[config.mk]
export PLATFORM = sky130hd
export DESIGN_NAME = vram_arbiter
export DESIGN_NICKNAME = d
export VERILOG_FILES = /design/src/rtl/vram_arbiter.sv
export SDC_FILE = /design/constraint.sdc
export NUM_CORES = 1
export LEC_CHECK = 0
export BUFFER_PORTS_ARGS = -buffer_cell sky130_fd_sc_hd__buf_2
export CORE_ASPECT_RATIO = 1.25
export CORE_MARGIN = 3
export CORE_UTILIZATION = 51
export DETAILED_ROUTE_END_ITERATION = 6
export PLACE_DENSITY = 0.94
export SYNTH_ARGS = -nofsm -noshare
export SYNTH_HDL_FRONTEND = slang
export SYNTH_SLANG_ARGS = --single-unit
export TNS_END_PERCENT = 50
[constraint.sdc]
create_clock -name clk -period 4.23 [get_ports clk]
set_clock_uncertainty 0.1 [all_clocks]
set_input_delay 0.423 -clock clk [delete_from_list [all_inputs] [get_ports clk]]
set_output_delay 0.423 -clock clk [all_outputs]
set_load 0.03 [all_outputs]
[src/rtl/vram_arbiter.sv]
// vram_arbiter: sequences NREQ requesters onto one external VRAM port.
// Bus cycle: IDLE -> SETUP -> STROBE (WAIT cycles) -> HOLD; a new access may be
// accepted in IDLE or HOLD, so back-to-back accesses keep mcs_n low.
// Locked-out requesters are answered locally one cycle later: reads return
// all ones, writes are dropped, and the VRAM strobes are never touched.
// Optional feature macro: VRAM_RR_EN selects round-robin arbitration;
// without it, arbitration is fixed priority with index 0 highest.
module vram_arbiter #(
    parameter int ADDR_W = 13,
    parameter int DATA_W = 8,
    parameter int NREQ   = 3,
    parameter int WAIT   = 1
) (
    input  logic                   clk,
    input  logic                   reset,
    input  logic [NREQ-1:0]        req_valid,
    input  logic [NREQ-1:0]        req_we,
    input  logic [NREQ*ADDR_W-1:0] req_addr,
    input  logic [NREQ*DATA_W-1:0] req_wdata,
    input  logic [NREQ-1:0]        lockout,
    output logic [NREQ-1:0]        req_ready,
    output logic [NREQ-1:0]        rsp_valid,
    output logic [NREQ*DATA_W-1:0] rsp_data,
    output logic [ADDR_W-1:0]      ma,
    output logic [DATA_W-1:0]      md_out,
    output logic                   md_oe,
    input  logic [DATA_W-1:0]      md_in,
    output logic                   mcs_n,
    output logic                   moe_n,
    output logic                   mwr_n,
    output logic                   busy
);

    localparam int         IDX_W    = (NREQ > 1) ? $clog2(NREQ) : 1;
    localparam logic [2:0] LAST_CNT = 3'(WAIT - 1);

    typedef enum logic [1:0] {IDLE, SETUP, STROBE, HOLD} state_t;

    state_t           state;
    logic [2:0]       wait_cnt;
    logic [IDX_W-1:0] owner;
    logic             cur_we;

    logic [NREQ-1:0]  eligible;
    logic [NREQ-1:0]  grant;
    logic [NREQ-1:0]  lock_hit;
    logic             win;
    logic [IDX_W-1:0] win_idx;
    logic             accept_ok;
    logic             bus_done;

    assign accept_ok = !reset && (state == IDLE || state == HOLD);
    assign bus_done  = (state == STROBE) && (wait_cnt == LAST_CNT);
    assign lock_hit  = reset ? '0 : (req_valid & lockout);
    assign eligible  = req_valid & ~lockout;
    assign req_ready = grant | lock_hit;
    assign busy      = (state != IDLE);

`ifdef VRAM_RR_EN
    logic [IDX_W-1:0] rr_last;
    int               rr_idx;

    // Round-robin search starting just after the last bus owner
    always_comb begin
        win     = 1'b0;
        win_idx = '0;
        rr_idx  = 0;
        for (int k = 1; k <= NREQ; k++) begin
            rr_idx = (int'(rr_last) + k) % NREQ;
            if (!win && eligible[rr_idx]) begin
                win     = 1'b1;
                win_idx = IDX_W'(rr_idx);
            end
        end
    end

    // Pointer remembers the last accepted owner; reset value makes index 0 win first
    always_ff @(posedge clk) begin
        if (reset)
            rr_last <= IDX_W'(NREQ - 1);
        else if (accept_ok && win)
            rr_last <= win_idx;
    end
`else
    // Fixed priority: the lowest eligible index wins
    always_comb begin
        win     = 1'b0;
        win_idx = '0;
        for (int i = NREQ - 1; i >= 0; i--) begin
            if (eligible[i]) begin
                win     = 1'b1;
                win_idx = IDX_W'(i);
            end
        end
    end
`endif

    // One-hot bus grant, only when the FSM can take a new access
    always_comb begin
        grant = '0;
        if (accept_ok && win)
            grant[win_idx] = 1'b1;
    end

    // Bus FSM with registered strobes; outputs are loaded for the state being entered
    always_ff @(posedge clk) begin
        if (reset) begin
            state    <= IDLE;
            wait_cnt <= '0;
            owner    <= '0;
            cur_we   <= 1'b0;
            ma       <= '0;
            md_out   <= '0;
            md_oe    <= 1'b0;
            mcs_n    <= 1'b1;
            moe_n    <= 1'b1;
            mwr_n    <= 1'b1;
        end else begin
            case (state)
                IDLE, HOLD: begin
                    if (win) begin
                        state  <= SETUP;
                        owner  <= win_idx;
                        cur_we <= req_we[win_idx];
                        ma     <= req_addr[win_idx*ADDR_W +: ADDR_W];
                        if (req_we[win_idx])
                            md_out <= req_wdata[win_idx*DATA_W +: DATA_W];
                        mcs_n  <= 1'b0;
                        moe_n  <= req_we[win_idx];
                        mwr_n  <= 1'b1;
                        md_oe  <= req_we[win_idx];
                    end else begin
                        state <= IDLE;
                        mcs_n <= 1'b1;
                        moe_n <= 1'b1;
                        mwr_n <= 1'b1;
                        md_oe <= 1'b0;
                    end
                end
                SETUP: begin
                    state    <= STROBE;
                    wait_cnt <= '0;
                    mwr_n    <= !cur_we;
                end
                STROBE: begin
                    if (wait_cnt == LAST_CNT) begin
                        // Write data stays driven through HOLD for hold time
                        state <= HOLD;
                        moe_n <= 1'b1;
                        mwr_n <= 1'b1;
                    end else begin
                        wait_cnt <= wait_cnt + 3'd1;
                    end
                end
                default: state <= IDLE;
            endcase
        end
    end

    // Completion pulses and per-requester read data (bus and lockout paths)
    always_ff @(posedge clk) begin
        if (reset) begin
            rsp_valid <= '0;
            rsp_data  <= '0;
        end else begin
            rsp_valid <= lock_hit;
            for (int i = 0; i < NREQ; i++) begin
                if (lock_hit[i] && !req_we[i])
                    rsp_data[i*DATA_W +: DATA_W] <= '1;
            end
            // md_in is captured at the edge leaving the last STROBE cycle
            if (bus_done) begin
                rsp_valid[owner] <= 1'b1;
                if (!cur_we)
                    rsp_data[owner*DATA_W +: DATA_W] <= md_in;
            end
        end
    end

endmodule

* After elaboration in Yosys (flattened, before gate mapping)
Index checks and enable logic that the tools add are counted.
Storage, ports and cells: bits in registers 60, input port bits 82, output and inout bits 56, word-level logic and storage cells 92
Cells by class: add/subtract/negate cells 2, $mul 1, magnitude comparators 4, equality and inequality tests 5, shifts and indexed selects 4, multiplexer cells 35, bitwise logic cells 5, reduce and logical (&&, ||, !) cells 24
Operators with widths (count):
- $mux W24 | 2
- $mux W8 | 6
- $shiftx A39 B7 Y13 | 1
- $neg A5 Y34 | 1
- $shift A8 B34 Y24 const A | 1
- $shiftx A8 B34 Y24 | 1
- $bwmux W24 | 1
- $shiftx A24 B6 Y8 | 1
- $mux W3 | 4
- $mux W1 | 11
- $logic_and A1 B1 Y1 | 8
- $mux W2 | 4
- $and A3 B3 Y3 | 2
- $lt A2 B3 Y1 const B | 2
- $mul A2 B4 Y6 const B | 1
- $or A3 B3 Y3 | 2
- $pmux W2 S3 | 1
- $pmux W3 S2 | 1
- $reduce_and A2 Y1 | 3
- $reduce_bool A2 Y1 | 3
- $logic_not A1 Y1 | 5
- $demux W1 S2 | 2
- $eq A2 B2 Y1 const B | 2
- $ge A2 B1 Y1 const B | 2
- other kinds (13) | 13

* Depth between registers and ports, before layout
depth in word-level cells 11, depth in mapped cells 8, gate-level depth less buffers 7

* Least setup slack after synthesis
Ideal clock, no wire load.
path kind register to output, start point reg state[0], end point out req_ready[1], arrival 2058 ps, path slack 1649 ps, cell stages (with the launch flop) 7, path buffers 2, cells stage by stage dfxtp_1 inv_1 ha_1 a31o_2 buf_2 buf_2 o31ai_1
Between the ends: word-level cells in the longest chain between the ends 6
Ends and longest elaborated chain:
- start: declaration | RTL line 39 | state_t state;
- start signal: assignment | RTL line 108 | state <= IDLE;
- start signal: assignment | RTL line 122 | state <= SETUP;
- start signal: assignment | RTL line 133 | state <= IDLE;
- $eq A2 B2 Y1 or $logic_not A2 Y1 (tied branches) | RTL line 52 | assign accept_ok = !reset && (state == IDLE || state == HOLD);
- $logic_or A1 B1 Y1 (*) | RTL line 52
- $logic_and A1 B1 Y1 (*) | RTL line 52
- $logic_and A1 B1 Y1 (*) | RTL line 101 | if (accept_ok && win)
- $mux W3 (*) | RTL line 101
- $or A3 B3 Y3 (*) | RTL line 56 | assign req_ready = grant | lock_hit;
- end: declaration | RTL line 21 | output logic [NREQ-1:0] req_ready,
Every way passes the cells marked *; elsewhere a longest branch is shown, timed or not.

* Final worst setup path
start point in req_valid[1], end point out req_ready[1]
Between the ends: word-level cells in the longest chain between the ends 9
Ends and longest elaborated chain:
- start: declaration | RTL line 16 | input logic [NREQ-1:0] req_valid,
- $and A3 B3 Y3 | RTL line 55 | assign eligible = req_valid & ~lockout;
- $mux W2 (2 in series) | RTL line 90 | if (eligible[i]) begin
- $lt A2 B3 Y1 (implied by the code) or $ge A2 B1 Y1 (tied branches) | RTL line 102 | grant[win_idx] = 1'b1;
- $logic_and A1 B1 Y1 (implied by the code) | RTL line 102
- $mux W1 (implied by the code) | RTL line 102
- $demux W1 S2 | RTL line 102
- $mux W3 | RTL line 101
- $or A3 B3 Y3 (*) | RTL line 56
Marked as above.

==> summary.txt <==
Drt
  • First-pass DRT Iterations: 5
  • # DRC: 0
  • WL per Instance: 14.86 um
  • Avg Vias per Cell: 5.625
  • Iter 0 DRT Violations: around 140
  • Routed Antenna Nets: 0
  • Vias: 3302
  • Routed WL: 8.721 mm

Global routing
  • Total global-route track usage: 0.2528
  • First-pass GRT wire length: ~14 mm
  • GRT Residual Overflow: 0
  • Largest net degree at the start of global routing: 43
  • Initial antenna violation count: 0
  • Number of global-route vias before repair: about 3.2k

Setup path
  • Critical path class: in -> out
  • CP endpoint kind: output port
  • Worst EP arrival: between 2000 and 2500 ps
  • Worst Path Required: roughly 3700 ps
  • Reg2Reg Depth: 5
  • CP Max Fanout: 17
  • Crit start category: primary input

Synth
  • Synth area leader: dfxtp_1
  • Post-synthesis simple-gate area fraction: 0.2432
  • #FFs+latches synth: 60
  • Synth warnings: 0
  • Top post-synthesis cells by area: dfxtp_1, nand2_1, nand3_1
  • Largest family of logic cells by synthesized area: simple AND/OR/NAND/NOR gates
  • Area of the mapped netlist: 0.003097 mm2
  • Unique masters post-synth: 45
  • Proportion of synthesized area in mux cells: 0.02586
  • XOR/XNOR share of the synthesized area: 0
  • Post-synthesis compound-gate area fraction: 0.2246
  • Top-area cell type share of the netlist area: 0.3879
  • Syn nets: 470
  • Cells after synthesis: 377
  • Adder-Cell Fraction of Synth Area: 0.04444
  • Seq/Total Area, Yosys: 0.3879
  • Synthesized area per cell: roughly 8.2 um2

Cells and area
  • Final Core Density: 0.6817
  • Most common cell after layout, fill and taps aside: buf_2
  • Ant diodes: 0
  • Share of cells above drive strength 1: 0.3267
  • P&R area growth vs syn: 28.93%
  • Final instance count without filler cells: 587
  • Commonest non-fill, non-tap cells in the layout: buf_2, nand2_1, dfxtp_1
  • Final #Nets: between 500 and 600

Timing
  • Slew margin rel.: 0.2524
  • Fin crit share: 0.6886
  • RSZ-0062 raised after global routing: no
  • Setup tns final: 0 ps
  • F_max: 0.3433 GHz
  • WHS: 263.9 ps
  • Fin. Hold Viols: 0
  • Fin crit period: a little under 3000 ps
  • Slack of the critical path: about 1300 ps
  • Final-report setup violation count: 0
  • Worst-Margin Slew: ~1100 ps
  • Final Max Slew Viols: 0

Clock tree
  • Clk sinks: 60
  • Post-CTS Resized: 0
  • Clock transition at path regs: 70 ps
  • CTS tree: yes
  • Cts-stage hold buffer count: 0
  • Setup bufs post-CTS: 0
  • Clock buffer count from CTS: 9
  • Clk buf depth: 2
  • Deepest level of the CTS H-tree: 3
  • Clk_lat worst skew: ~330 ps
  • Clk root buf: clkbuf_8

Floorplan
  • Chip height: between 90 and 100 um
  • # IOs: 138
  • Core footprint: 0.005857 mm2
  • Die area: 0.007049 mm2
  • Std-Cell Rows: 31
  • Initial core utilization: 0.5287
  • Width of the die: 75.70 um

Place
  • Gpl congestion: 0.8478
  • I/O Buffers: roughly 140
  • Setup slack at placement: 1284 ps
  • Placed Cells incl. Taps: 571
  • HPWL after DPL: 6.548 mm

Power
  • PD cells: approximately 560 mW/mm2
  • Maximum vdd drop: a little over 0.3 mV
  • Standby leakage power: between 0.0015 and 0.002 uW

Min path
  • Worst hold path type: in -> reg
  • Hold Path Cell Cnt: 3

Job
  • Max cap viols: 0

Outcome
  • Status: finished clean
-- through the flow --
stage	area (um2)	power (uW)
2_1_floorplan	3097	1398
3_3_place_gp	3761	1600
3_5_place_dp	3761	1627
4_1_cts	3993	2237
5_1_grt	3993	2358
6_report	3993	2233
-- Yosys cell counts (all sizes together) --
| cell type | number |
|---|---|
| nor4 | 1 |
| or2 | 2 |
| nor4bb | 1 |
| mux2i | 8 |
| a2bb2oi | 8 |
| o211ai | 13 |
| a222oi | 1 |
| nand4 | 1 |
| buf | 10 |
| nor3 | 2 |
| o31ai | 1 |
| nor2b | 8 |
| dfxtp | 60 |
| nor2 | 15 |
| o22ai | 1 |
| clkbuf | 16 |
| o21bai | 1 |
| a221oi | 16 |
| nand2 | 65 |
| nand3 | 30 |
| nor3b | 6 |
| a311o | 8 |
| nand2b | 14 |
| a211o | 1 |
| a31o | 1 |
| nand4b | 1 |
| a21oi | 24 |
| a31oi | 4 |
| nand3b | 1 |
| ha | 11 |
| o21ai | 18 |
| and2 | 1 |
| a32oi | 1 |
| inv | 26 |
-- kinds of logic (layout without fill, tap and decap cells) --
family                     after synthesis  after routing
AOI/OAI and AO/OA                       98             98
DFF                                     60             60
muxes                                    8              8
and+or+nand+nor                        148            148
buffers and inverters                   52            180
adders and majority gates               11             11
-- worst max-delay path, cell delays in order --
cell	delay, ps
buf_2	100
nor2b_1	870
nand2_1	450
o31ai_1	300
buf_2	240
-- registers in the layout, indices dropped and copies added, names as in the netlist, 2 cells and up --
name       flops
rsp_data      24
owner          2
md_out         8
rsp_valid      3
wait_cnt       3
ma            13
state          2
-- per-layer routing --
metal / routed length [um] / GRT usage / up-vias / share of wire
met2: 4345 / 0.4265 / 174 / 0.50
met1: 3371 / 0.2829 / 1524 / 0.39
li1: - / - / 1579 / -
met4: 243 / 0.1166 / 0 / 0.028
met3: 761 / 0.07742 / 25 / 0.087
met5: 0 / 0 / - / 0
-- where the power goes --
part           switching (uW)  internal [uW]
logic                     586            291
clock network             222            390
registers                65.9            678
total                     874           1360
-- worst paths after layout --
kind | start | end | slack [ps]
worst min register to register | ma[11]$_SDFFE_PP0P_ | ma[11]$_SDFFE_PP0P_ | 350
worst min-delay path | md_in[2] | rsp_data[10]$_SDFF_PP0_ | 260
worst max-delay path | req_valid[1] | req_ready[1] | 1320
worst max register to register | state[0]$_SDFFE_PP0P_ | md_out[7]$_SDFFE_PP0P_ | 1890
-- final cells by class --
class / count / area (um2)
clock buffers: 11 / 131.4
multi-input cells: 265 / 1667
repair buffers: 138 / 693.2
flip-flops and latches: 60 / 1201
well taps: 82 / 102.6
clock inverters: 5 / 100.1
inverters: 26 / 97.59
fillers: 463 / 1864
(Power assumes the default switching activity.)
